$ cat src/rtl/reg_file_2r1w_pkg.sv
// Shared defaults and the zero-register address for the 2-read/1-write register file.
package reg_file_2r1w_pkg;

  localparam int unsigned RF_WORD_SIZE_DEF = 32;
  localparam int unsigned RF_ADDR_BITS_DEF = 5;
  localparam int unsigned RF_ZERO_ADDR     = 0;

endpackage

$ cat src/rtl/reg_word_en.sv
// One storage word: a WIDTH-bit register with load enable and async active-high reset.
module reg_word_en #(
  parameter int WIDTH = 32
) (
  input  logic             clk,
  input  logic             rst,
  input  logic             en,
  input  logic [WIDTH-1:0] d,
  output logic [WIDTH-1:0] q
);

  // NOTE: sequential state uses non-blocking assignments so every flop samples pre-edge values.
  always_ff @(posedge clk or posedge rst) begin
    if (rst) begin
      q <= '0;
    end else if (en) begin
      q <= d;
    end
  end

endmodule

$ cat src/rtl/reg_file_2r1w.sv
// Register file with two synchronous read ports, one write port, write-to-read bypass
// and a per-word pending scoreboard for registers reserved by in-flight producers.
module reg_file_2r1w
  import reg_file_2r1w_pkg::*;
#(
  parameter int WORD_SIZE = RF_WORD_SIZE_DEF,
  parameter int ADDR_BITS = RF_ADDR_BITS_DEF,
  parameter bit ZERO_REG  = 1'b1,
  parameter bit BYPASS    = 1'b1
) (
  input  logic                 clk,
  input  logic                 rst,
  input  logic                 we,
  input  logic [ADDR_BITS-1:0] waddr,
  input  logic [WORD_SIZE-1:0] wdata,
  input  logic                 re_a,
  input  logic [ADDR_BITS-1:0] raddr_a,
  output logic [WORD_SIZE-1:0] rdata_a,
  output logic                 rpend_a,
  input  logic                 re_b,
  input  logic [ADDR_BITS-1:0] raddr_b,
  output logic [WORD_SIZE-1:0] rdata_b,
  output logic                 rpend_b,
  input  logic                 rsv_en,
  input  logic [ADDR_BITS-1:0] rsv_addr,
  output logic                 pend_any
);

  localparam int DEPTH = 2 ** ADDR_BITS;

  typedef logic [WORD_SIZE-1:0] word_t;
  typedef logic [ADDR_BITS-1:0] addr_t;
  typedef struct packed {
    word_t data;
    logic  pend;
  } rd_t;

  localparam addr_t ZADDR = addr_t'(RF_ZERO_ADDR);

  word_t            mem_q [DEPTH];
  logic [DEPTH-1:0] pending;
  logic             w_ok;
  logic             rsv_ok;
  rd_t              rd_a;
  rd_t              rd_b;

  // The hardwired zero word swallows writes and reserves before they reach any state.
  assign w_ok   = we && !(ZERO_REG && (waddr == ZADDR));
  assign rsv_ok = rsv_en && !(ZERO_REG && (rsv_addr == ZADDR));

  // NOTE: storage words are reset like any other flop so reads after reset are defined zeros.
  for (genvar i = 0; i < DEPTH; i++) begin : g_word
    reg_word_en #(.WIDTH(WORD_SIZE)) u_word (
      .clk (clk),
      .rst (rst),
      .en  (w_ok && (waddr == addr_t'(i))),
      .d   (wdata),
      .q   (mem_q[i])
    );
  end

  // The reserve update follows the write clear, so a new producer overrides a retiring one.
  always_ff @(posedge clk or posedge rst) begin
    if (rst) begin
      pending <= '0;
    end else begin
      if (w_ok) pending[waddr] <= 1'b0;
      if (rsv_ok) pending[rsv_addr] <= 1'b1;
    end
  end

  function automatic rd_t read_word(input addr_t ra);
    rd_t rd;
    rd = '{data: mem_q[ra], pend: pending[ra]};
    if (BYPASS && w_ok && (waddr == ra)) rd = '{data: wdata, pend: 1'b0};
    if (ZERO_REG && (ra == ZADDR)) rd = '0;
    return rd;
  endfunction

  // NOTE: each combinational result is fully assigned on every path, so no latch is inferred.
  always_comb begin
    rd_a = read_word(raddr_a);
    rd_b = read_word(raddr_b);
  end

  always_ff @(posedge clk or posedge rst) begin
    if (rst) begin
      rdata_a <= '0;
      rpend_a <= 1'b0;
      rdata_b <= '0;
      rpend_b <= 1'b0;
    end else begin
      if (re_a) {rdata_a, rpend_a} <= rd_a;
      if (re_b) {rdata_b, rpend_b} <= rd_b;
    end
  end

  assign pend_any = |pending;

endmodule
$ cat config.mk
export PLATFORM = sky130hd
export DESIGN_NAME = reg_file_2r1w
export DESIGN_NICKNAME = d
export VERILOG_FILES = /design/src/rtl/reg_file_2r1w_pkg.sv /design/src/rtl/reg_word_en.sv /design/src/rtl/reg_file_2r1w.sv
export SDC_FILE = /design/constraint.sdc
export NUM_CORES = 2
export LEC_CHECK = 0
export CORE_ASPECT_RATIO = 1.1
export CORE_UTILIZATION = 63
export CTS_CLUSTER_DIAMETER = 120
export CTS_CLUSTER_SIZE = 28
export DETAILED_ROUTE_END_ITERATION = 8
export PLACE_DENSITY = 0.87
export SYNTH_ARGS = -nofsm -noshare
export SYNTH_HDL_FRONTEND = slang
export SYNTH_HIERARCHICAL = 1
export SYNTH_SLANG_ARGS = --single-unit
export TNS_END_PERCENT = 50
$ cat constraint.sdc
create_clock -name clk -period 4.4 [get_ports clk]
set_clock_uncertainty 0.2 [all_clocks]
set_input_delay 0.66 -clock clk [delete_from_list [all_inputs] [get_ports clk]]
set_output_delay 0.66 -clock clk [all_outputs]
set_load 0.02 [all_outputs]
==> results by group <==
Timing
  • Final Critical Period: between 3 and 4 ns
  • Setup_tns: 0 ns
  • Fin crit share: around 76%
  • Hold Slack: approximately 0.24 ns
  • Max Slew Vio Count: 29
  • Max Clk Rate: roughly 300 MHz
  • RSZ-0062 raised after global routing: false
  • Hold Vio Cnt, Final: 0
  • Worst slew pin tran: around 1.5 ns
  • Slew HR: -1.24%
  • Setup-failing EPs final: 0

Place
  • RD Place Congestion: 0.936
  • Post-DP HPWL: between 100000 and 150000 µm
  • IO Port Bufs: 124

Worst setup path
  • Critical-path top delay cell: clkdlybuf4s50_1
  • Arrival time worst endpoint: about 2.5 ns
  • R2R Path End: rdata_b[2]
  • FF-to-FF setup slack: 2.16 ns
  • Setup CP Type: flop to output port
  • Critical Path Start Type: flop
  • FF-to-FF Start: g_word[5].u_word/q[2]
  • Worst Setup End Kind: output port
  • WP buf/inv: 1
  • CP Cell Sequence: nor4_1 -> nand4_1 -> or2_2 -> clkdlybuf4s50_1
  • Critical Path RT: about 3.5 ns
  • R2R depth: 4
  • CP delay by family, top: simple AND/OR/NAND/NOR gates
  • Slowest stage delay, CP: 0.54 ns
  • Largest fanout on the critical path: 4

Floorplan
  • Die height: 336 µm
  • IO Count: between 100 and 150
  • Row Count: about 120
  • Horiz. Die Dim: around 310 µm
  • Initial Util: 63.6%
  • CORE AREA: 101000 µm²
  • Die footprint: roughly 100000 µm²

Yosys
  • Synth Register Bits: ~1100
  • Post-Syn Area: 64000 µm²
  • Asr flop ratio synth: between 90% and 100%
  • Ys Warns: 6
  • Main synth FF type: dfrtp_1
  • Sequential cell area fraction in the yosys report: around 44%
  • Synth Instances: between 3000 and 4000
  • Mean Syn Cell Area: 16.6 µm²
  • Syn nets: 3915
  • Count of distinct cell types in the synthesized netlist: 55
  • EDFF count, synth: 0

CTS
  • Worst skew pair latency: 0.68 ns
  • Post-CTS Setup Inserts: 0
  • Clock transition at path regs: 0.11 ns
  • Cts hold-fix bufs: 0
  • TritonCTS Buffers: 46
  • Clock Sinks: about 1100
  • Bufs on Longest Clock Path: 3
  • Clock root buffer: clkbuf_16
  • CTS H-tree depth: 2
  • PostCTS Resize Cnt: 0
  • CTS tree: done

Layout
  • Share of cells above drive strength 1: between 40 and 50%
  • Register area: 28100 µm²
  • Fillers: around 6300
  • Syn-to-layout area delta: 4.81%
  • Area of the multi-input gates: approximately 33000 µm²
  • Nets@finish: 3914

Routing
  • Drt pass-1 iters: 9
  • Total wire length: about 190000 µm
  • Remaining antenna violation count after routing: 0
  • Vias: approximately 40000
  • Initial DRC Count: 5646
  • Routed vias/inst: a little under 8
  • Wire per inst: 37.7 µm
  • Detailed-route DRC error count: 36

Global route
  • Number of global-route vias before repair: approximately 42000
  • Met2 track demand over resource: a little under three fifths
  • First-pass GRT wire length: ~290000 µm
  • Initial antenna violation count: 9
  • Met3 Usage GRT: 15.6%
  • GRT Total Usage: approximately 39%
  • Gr busiest metal: met2
  • Largest net degree at the start of global routing: 88
  • Grt ovf: 0
  • Met1 usage: 49.2%

Pwr
  • Pwr dens: approximately 410 nW/µm²
  • Static leakage: approximately 0.029 µW
  • Peak supply drop: between 0.0003 and 0.0004 V

Hold path
  • WHS Endpoint: pending[0]
  • Hold Crit Class: flop to flop
  • Hold Crit Depth: 0
  • Worst Hold Launch: pending[0]

Outcome
  • Failing checks: design-rule violations, max-capacitance violations, max-slew violations
  • Outcome: finished, violations left

Flow run
  • Max-cap viol count: 1
-- registers in the layout (all words and copies together) (netlist names) --
signal	count
rpend_b	1
rpend_a	1
pending	32
g_word.u_word/q	1024
rdata_b	32
rdata_a	32
-- cells in the mapped netlist, types with 2 or more instances --
| master | count | area (µm²) |
|---|---|---|
| a21oi_1 | 51 | 255 |
| a222oi_1 | 31 | 310 |
| a22oi_1 | 21 | 158 |
| and2_1 | 3 | 18.8 |
| and3_1 | 2 | 12.5 |
| buf_1 | 18 | 67.6 |
| buf_12 | 96 | 1920 |
| buf_2 | 65 | 325 |
| buf_4 | 3 | 22.5 |
| buf_6 | 38 | 428 |
| buf_8 | 3 | 45.0 |
| clkbuf_1 | 114 | 428 |
| dfrtp_1 | 1122 | 28100 |
| inv_1 | 42 | 158 |
| mux2_2 | 96 | 1080 |
| mux2_4 | 960 | 14400 |
| mux2i_1 | 153 | 1530 |
| mux4_2 | 532 | 12000 |
| nand2_1 | 117 | 439 |
| nand2b_1 | 9 | 56.3 |
| nand3_1 | 34 | 170 |
| nand3b_1 | 3 | 22.5 |
| nand4_1 | 6 | 37.5 |
| nor2_1 | 56 | 210 |
| nor2b_1 | 41 | 257 |
| nor3_1 | 3 | 15.0 |
| nor4_1 | 9 | 56.3 |
| o2111ai_1 | 2 | 17.5 |
| o211ai_1 | 32 | 240 |
| o21ai_0 | 72 | 360 |
| o21ai_1 | 11 | 55.1 |
| o221ai_1 | 13 | 114 |
| o22ai_1 | 67 | 419 |
| or2_2 | 3 | 18.8 |
| xnor2_1 | 2 | 17.5 |
| xor2_1 | 8 | 70.1 |
-- final cells by class --
type	instances	area share, %
well taps	1302	2.43
clock inverters	2	0.0579
inverters	43	0.244
clock buffers	47	1.75
diodes	3	0.0112
flip-flops and latches	1122	41.9
repair buffers	288	4.76
multi-input cells	2355	48.9
-- cells by family after synthesis --
kind of cell	after synthesis	share of synthesized area, %
buf+inv	380	5.31
other cells	1	0.00586
compound gates	310	3.16
mux	1741	45.3
flops	1122	43.9
xor+xnor	10	0.137
simple gates	293	2.14
-- layer usage --
layer	vias up	wire length, µm	share of wire (%)
met5	-	71	0.036
met4	10	11200	5.8
met3	804	28300	15
met2	3373	87700	45
met1	20733	67500	35
li1	14804	-	-
-- per-stage QoR --
| stage | setup WS (ns) | utilization (%) | total power, µW | cell area (µm²) | cells |
|---|---|---|---|---|---|
| floorplan | 0.978 | - | 19300 | 64000 | 3857 |
| global placement | 0.835 | 65.4 | 21400 | 65800 | 5110 |
| detailed placement | 0.652 | 65.4 | 21800 | 65800 | 5110 |
| CTS | 1.09 | 66.6 | 26900 | 67000 | 5159 |
| global route | 1.00 | 66.6 | 28000 | 67000 | 5159 |
| finish | 1.08 | 66.6 | 27200 | 67000 | 5162 |
-- worst max-delay path by stage --
stage	start	end	cells after the start
final	pending[0]	pend_any	4
after global routing	pending[24]	pend_any	4
after CTS	pending[0]	pend_any	4
after detailed placement	waddr[0]	rdata_b[19]	7
after global placement	waddr[0]	rdata_b[22]	7
after floorplan	rst	pending[0]	1
-- cell usage in the layout, fill, tap and decap left out, drive strengths merged, types with 34 or more instances in the layout --
cell and instances:
mux2 1056, a21oi 51, mux4 532, nor2 56
o22ai 67, clkdlybuf4s50 115, mux2i 153, buf 172
clkbuf 48, o21ai 83, dfrtp 1122, nor2b 41
inv 44, nand2 117, nand3 34
-- power by group --
| group | internal, µW | total (µW) | switching [µW] | leakage [µW] |
|---|---|---|---|---|
| clock network | 1950 | 5250 | 3300 | 0.000595 |
| registers | 12300 | 14100 | 1850 | 0.0143 |
| logic | 4740 | 7790 | 3050 | 0.0141 |
| total | 19000 | 27200 | 8200 | 0.0290 |
Note: power is estimated with default switching activity, not from simulation.
